**src/rtl/mips_cpu_bus_pkg.sv**
```systemverilog
// Shared types for the mips_cpu_bus load/store unit: op codes, FSM states, lane count.
package mips_cpu_bus_pkg;

    localparam int BYTE_LANES = 4;

    typedef enum logic [3:0] {
        LB, LBU, LH, LHU, LW, LWL, LWR, SB, SH, SW
    } lsu_op_t;

    typedef enum logic [1:0] {
        IDLE, BUS, ERR
    } lsu_state_t;

    function automatic logic is_store(lsu_op_t op);
        return op inside {SB, SH, SW};
    endfunction

    // Alignment-sensitive ops drop the LSBs they cannot honour.
    function automatic logic [1:0] eff_offset(lsu_op_t op, logic [1:0] o);
        case (op)
            LH, LHU, SH: return {o[1], 1'b0};
            LW, SW:      return 2'b00;
            default:     return o;
        endcase
    endfunction

endpackage

```
**src/rtl/mips_cpu_bus_lsu_extract.sv**
```systemverilog
// Load result formation: lane select, sign/zero extension, LWL/LWR merge with old rt.
module mips_cpu_bus_lsu_extract
    import mips_cpu_bus_pkg::*;
(
    input  logic [3:0]  op,
    input  logic [1:0]  offset,
    input  logic [31:0] readdata,
    input  logic [31:0] rt_old,
    output logic [31:0] rdata
);

    logic [4:0]  sh_lo;
    logic [4:0]  sh_hi;
    logic [31:0] shifted;

    assign sh_lo   = {offset, 3'b000};
    assign sh_hi   = {~offset, 3'b000};   // 8*(3-o)
    assign shifted = readdata >> sh_lo;

    always_comb begin
        rdata = readdata;
        case (lsu_op_t'(op))
            LB:  rdata = {{24{shifted[7]}}, shifted[7:0]};
            LBU: rdata = {24'd0, shifted[7:0]};
            LH:  rdata = {{16{shifted[15]}}, shifted[15:0]};
            LHU: rdata = {16'd0, shifted[15:0]};
            LWL: rdata = (readdata << sh_hi) | (rt_old & ~(32'hFFFF_FFFF << sh_hi));
            LWR: rdata = shifted | (rt_old & ~(32'hFFFF_FFFF >> sh_lo));
            default: rdata = readdata;
        endcase
    end

endmodule

```
**src/rtl/mips_cpu_bus_lsu.sv**
```systemverilog
// Load/store unit: one request at a time, word-aligned Avalon transactions with byteenable.
module mips_cpu_bus_lsu
    import mips_cpu_bus_pkg::*;
#(
    parameter logic ALIGN_CHECK = 1'b1
) (
    input  logic        clk,
    input  logic        reset,
    input  logic        req_valid,
    output logic        req_ready,
    input  logic [3:0]  req_op,
    input  logic [31:0] req_addr,
    input  logic [31:0] req_wdata,
    input  logic [31:0] req_rt_old,
    output logic        resp_valid,
    output logic [31:0] resp_rdata,
    output logic        resp_misaligned,
    output logic [31:0] address,
    output logic        write,
    output logic        read,
    input  logic        waitrequest,
    output logic [31:0] writedata,
    output logic [BYTE_LANES-1:0] byteenable,
    input  logic [31:0] readdata
);

    lsu_state_t state, state_n;
    lsu_op_t    op_in;
    lsu_op_t    op_q;
    logic [1:0] off_in, off_q;
    logic [31:0] rt_old_q;
    logic        misaligned;
    logic [BYTE_LANES-1:0] be_n;
    logic [31:0] wd_n;
    logic [31:0] load_data;

    assign op_in     = lsu_op_t'(req_op);
    assign off_in    = eff_offset(op_in, req_addr[1:0]);
    assign req_ready = (state == IDLE);

    assign misaligned = ALIGN_CHECK &&
        (((op_in inside {LH, LHU, SH}) && req_addr[0]) ||
         ((op_in inside {LW, SW}) && (req_addr[1:0] != 2'b00)));

    // Store data is replicated across lanes; byteenable picks the live ones.
    always_comb begin
        be_n = 4'b1111;
        wd_n = req_wdata;
        case (op_in)
            SB: begin
                be_n = 4'b0001 << off_in;
                wd_n = {4{req_wdata[7:0]}};
            end
            SH: begin
                be_n = 4'b0011 << off_in;
                wd_n = {2{req_wdata[15:0]}};
            end
            default: ;
        endcase
    end

    always_comb begin
        state_n = state;
        case (state)
            IDLE:    if (req_valid) state_n = misaligned ? ERR : BUS;
            BUS:     if (!waitrequest) state_n = IDLE;
            ERR:     state_n = IDLE;
            default: state_n = IDLE;
        endcase
    end

    always_ff @(posedge clk or posedge reset) begin
        if (reset) state <= IDLE;
        else       state <= state_n;
    end

    mips_cpu_bus_lsu_extract u_extract (
        .op       (op_q),
        .offset   (off_q),
        .readdata (readdata),
        .rt_old   (rt_old_q),
        .rdata    (load_data)
    );

    always_ff @(posedge clk or posedge reset) begin
        if (reset) begin
            op_q            <= LB;
            off_q           <= 2'b00;
            rt_old_q        <= 32'd0;
            address         <= 32'd0;
            read            <= 1'b0;
            write           <= 1'b0;
            byteenable      <= '0;
            writedata       <= 32'd0;
            resp_valid      <= 1'b0;
            resp_misaligned <= 1'b0;
            resp_rdata      <= 32'd0;
        end else begin
            resp_valid      <= 1'b0;
            resp_misaligned <= 1'b0;
            case (state)
                IDLE: if (req_valid) begin
                    op_q     <= op_in;
                    off_q    <= off_in;
                    rt_old_q <= req_rt_old;
                    if (misaligned) begin
                        // Response is presented during the single ERR cycle.
                        resp_valid      <= 1'b1;
                        resp_misaligned <= 1'b1;
                        resp_rdata      <= 32'd0;
                    end else begin
                        address    <= {req_addr[31:2], 2'b00};
                        read       <= !is_store(op_in);
                        write      <= is_store(op_in);
                        byteenable <= be_n;
                        writedata  <= wd_n;
                    end
                end
                BUS: if (!waitrequest) begin
                    read       <= 1'b0;
                    write      <= 1'b0;
                    resp_valid <= 1'b1;
                    if (read) resp_rdata <= load_data;
                end
                default: ;
            endcase
        end
    end

endmodule

```
**config.mk**
```make
export PLATFORM = sky130hd
export DESIGN_NAME = mips_cpu_bus_lsu
export DESIGN_NICKNAME = d
export VERILOG_FILES = /design/src/rtl/mips_cpu_bus_pkg.sv /design/src/rtl/mips_cpu_bus_lsu_extract.sv /design/src/rtl/mips_cpu_bus_lsu.sv
export SDC_FILE = /design/constraint.sdc
export NUM_CORES = 1
export LEC_CHECK = 0
export CORE_ASPECT_RATIO = 1.1
export CORE_MARGIN = 4
export CORE_UTILIZATION = 35
export CTS_CLUSTER_SIZE = 40
export DETAILED_ROUTE_END_ITERATION = 7
export PLACE_DENSITY = 0.66
export SLEW_MARGIN = 20
export SYNTH_ARGS = -nofsm -noshare
export SYNTH_HDL_FRONTEND = slang
export SYNTH_SLANG_ARGS = --single-unit
export TNS_END_PERCENT = 5
```
**constraint.sdc**
```tcl
create_clock -name clk -period 16.4 [get_ports clk]
set_input_delay 4.92 -clock clk [delete_from_list [all_inputs] [get_ports clk]]
set_output_delay 4.92 -clock clk [all_outputs]
set_load 0.005 [all_outputs]
```
==> results.json <==
{
  "status": "completed",
  "slew_viol_final": 0,
  "synth-warning-count": 0,
  "cts_resized": 0,
  "cts_max_level": 4,
  "core_area_mm2": 0.0206,
  "skew_ns": 0.0122,
  "grt_pass1_vias": 6656,
  "fill_cells": 1901,
  "cts_buffer_depth": 2,
  "hold_buffers": 0,
  "clock_latency_ns": 0.43,
  "dieArea_mm2": 0.0233,
  "yosys.area.top_type": "dfrtp_1",
  "cp-end-kind": "flop",
  "drt_iter0_drc": 331,
  "synth_area_mm2": 0.00732,
  "syn_inst": 745,
  "gp_congestion": 0.850,
  "relSlewSlack_pct": 24.2,
  "viasPerCell": 5.36,
  "post-dp-hpwl_um": 17400,
  "ys.flop_type": "dfrtp_1",
  "drv_cap": 0,
  "worst_pin_slew_ns": 1.14,
  "detailedPlace.worstSlack_ns": 8.97,
  "max_freq_mhz": 142,
  "drt_pass1_iterations": 5,
  "globalRouteOverflowTotal": 0,
  "synth.avg_cell_area_um2": 9.83,
  "initial_core_util_pct": 35.6,
  "hold_violations": 0,
  "timing.hold.ws_ns": 0.476,
  "route.detailed.drc": 0,
  "post_cts_buffers": 0,
  "netlist_top_cells_area": "dfrtp_1, mux2_2, nand2_1, mux2i_1, o21ai_0",
  "rsz0062_at_grt": "no",
  "seq_area_frac_synth_pct": 48.5,
  "critPathKind": "in -> reg",
  "grt_pass1_wl_um": 37900,
  "startpoint_type": "primary input",
  "io_pins": 241,
  "drive_above_1_share_pct": 12.8,
  "synth_edf_count": 0,
  "diodes": 0,
  "irDropWorstVdd_v": 0.0000711,
  "setup_ws_ns": 9.38,
  "p_per_area_mw_per_mm2": 148,
  "nets": 1095,
  "critPathMaxFanout": 51,
  "antenna_found_initial": 1,
  "wl_um": 24200,
  "area_growth_pct": 42.5,
  "fin_tns_setup_ns": 0,
  "async_flop_share_pct": 100,
  "worstPathArrival_ns": 7.32,
  "leakage_nw": 4.40,
  "min_path_type": "reg -> reg",
  "clockRootBuffer": "clkbuf_16",
  "cts.sinks": 142,
  "cts_buffers": 17,
  "ant_nets": 0,
  "grt_max_degree": 79,
  "finalCritPeriodShare_pct": 42.8,
  "synth-seq-cells": 142,
  "period_needed_ns": 7.02,
  "clk_pin_slew_worst_paths_ns": 0.06,
  "grt_usage_pct": 20.6,
  "die_x_um": 146,
  "cts_tree": "yes",
  "port_buffers": 238,
  "synth.distinct_cells": 48,
  "synth_top_area_share_pct": 48.5,
  "rows": 55,
  "setup_viol": 0,
  "detail_route.wl_per_cell_um": 19.7,
  "crit_required_ns": 16.70,
  "die_y_um": 160,
  "vias": 6581
}
cell families after synthesis:
kind of cell | Yosys count | share of synthesized area, %
flops | 142 | 48.5
simple gates | 249 | 14.5
other cells | 1 | 0.0512
xor+xnor | 1 | 0.120
compound gates | 196 | 18.8
buf+inv | 61 | 4.03
mux | 95 | 13.9
registers in the layout, summed over array words and instances (netlist names):
signal	cells
resp_misaligned	1
byteenable	4
writedata	32
address	30
state	2
off_q	2
resp_rdata	32
resp_valid	1
rt_old_q	32
read	1
op_q	4
write	1
where the power goes:
group          internal, mW  switching (mW)  leakage [nW]
combinational         0.344           0.251          2.37
sequential            0.469          0.0979          1.76
clock                 0.220           0.164         0.270
total                  1.03           0.512          4.40
metal layers:
metal  GRT usage (%)  part of all wire (%)
met2            32.0                    46
met5               0                     0
met3            8.14                    11
met4            7.08                   2.5
met1            26.3                    41
placed cells by master (no fill, tap or decap), drive strengths merged, types with 4 or more instances in the layout:
cell	netlist	routed
nand3	5	5
a221oi	10	10
a22oi	7	7
nor3	11	11
a2bb2oi	8	8
o21ai	68	68
clkdlybuf4s50	0	238
o211ai	4	4
nor2	54	54
nand2b	7	7
a2111oi	8	8
clkbuf	23	19
nand3b	5	5
mux2	54	54
inv	6	11
and2	9	9
mux2i	41	41
a21oi	29	29
nand2	146	146
dfrtp	142	142
clkinvlp	0	5
o2bb2ai	31	31
o221a	15	15
buf	31	10
worst paths after layout:
kind	startpoint	cells after the start	slack (ns)	endpoint
setup / recovery	req_op[2]	6	9.38	address[21]
hold / removal	writedata[8]	2	0.48	writedata[8]
setup reg to reg	off_q[0]	5	13.50	resp_rdata[12]
hold reg to reg	writedata[8]	2	0.48	writedata[8]
max in group asynchronous	reset	3	10.28	off_q[0]
min in group asynchronous	reset	2	4.95	address[8]
cell usage after synthesis, types with 3 or more instances:
cell / instances
a221oi_1: 10
nor2_1: 54
nor3_1: 10
or2_2: 3
nand2b_1: 7
o221a_2: 15
inv_1: 6
a2bb2oi_1: 8
o2bb2ai_1: 31
mux2i_1: 41
a21o_1: 3
o21ai_0: 68
a22oi_1: 7
mux2_2: 54
dfrtp_1: 142
a21oi_1: 29
buf_1: 7
nand2_1: 146
buf_6: 5
o211ai_1: 3
buf_2: 17
a31oi_1: 3
clkbuf_1: 23
nand3b_1: 5
nand3_1: 5
a2111oi_0: 8
and2_1: 9
metrics by stage:
step / power [mW] / instance area (um2) / instances / util [%]
2_1_floorplan: 0.847 / 7330 / 746 / -
3_3_place_gp: 1.16 / 9850 / 1196 / 47.9
3_5_place_dp: 1.17 / 9850 / 1196 / 47.9
4_1_cts: 1.56 / 10400 / 1228 / 50.7
5_1_grt: 1.64 / 10400 / 1228 / 50.7
6_report: 1.55 / 10400 / 1228 / 50.7
area by class of cell:
cell class | count | area [um2] | share of cell area (%)
Inverter | 7 | 31.3 | 0.300
Sequential cell | 142 | 3550 | 34.1
Clock inverter | 13 | 129 | 1.24
Clock buffer | 19 | 453 | 4.34
Multi-Input combinational cell | 543 | 3480 | 33.4
Tap cell | 256 | 320 | 3.07
Timing Repair Buffer | 248 | 2460 | 23.6
critical path: stages:
cell             delay [ns]
clkdlybuf4s50_1        0.60
or3b_1                 0.43
o22a_1                 0.27
o211ai_4               0.18
buf_4                  0.48
mux2_2                 0.40
Power figures use the tool's default switching activity.
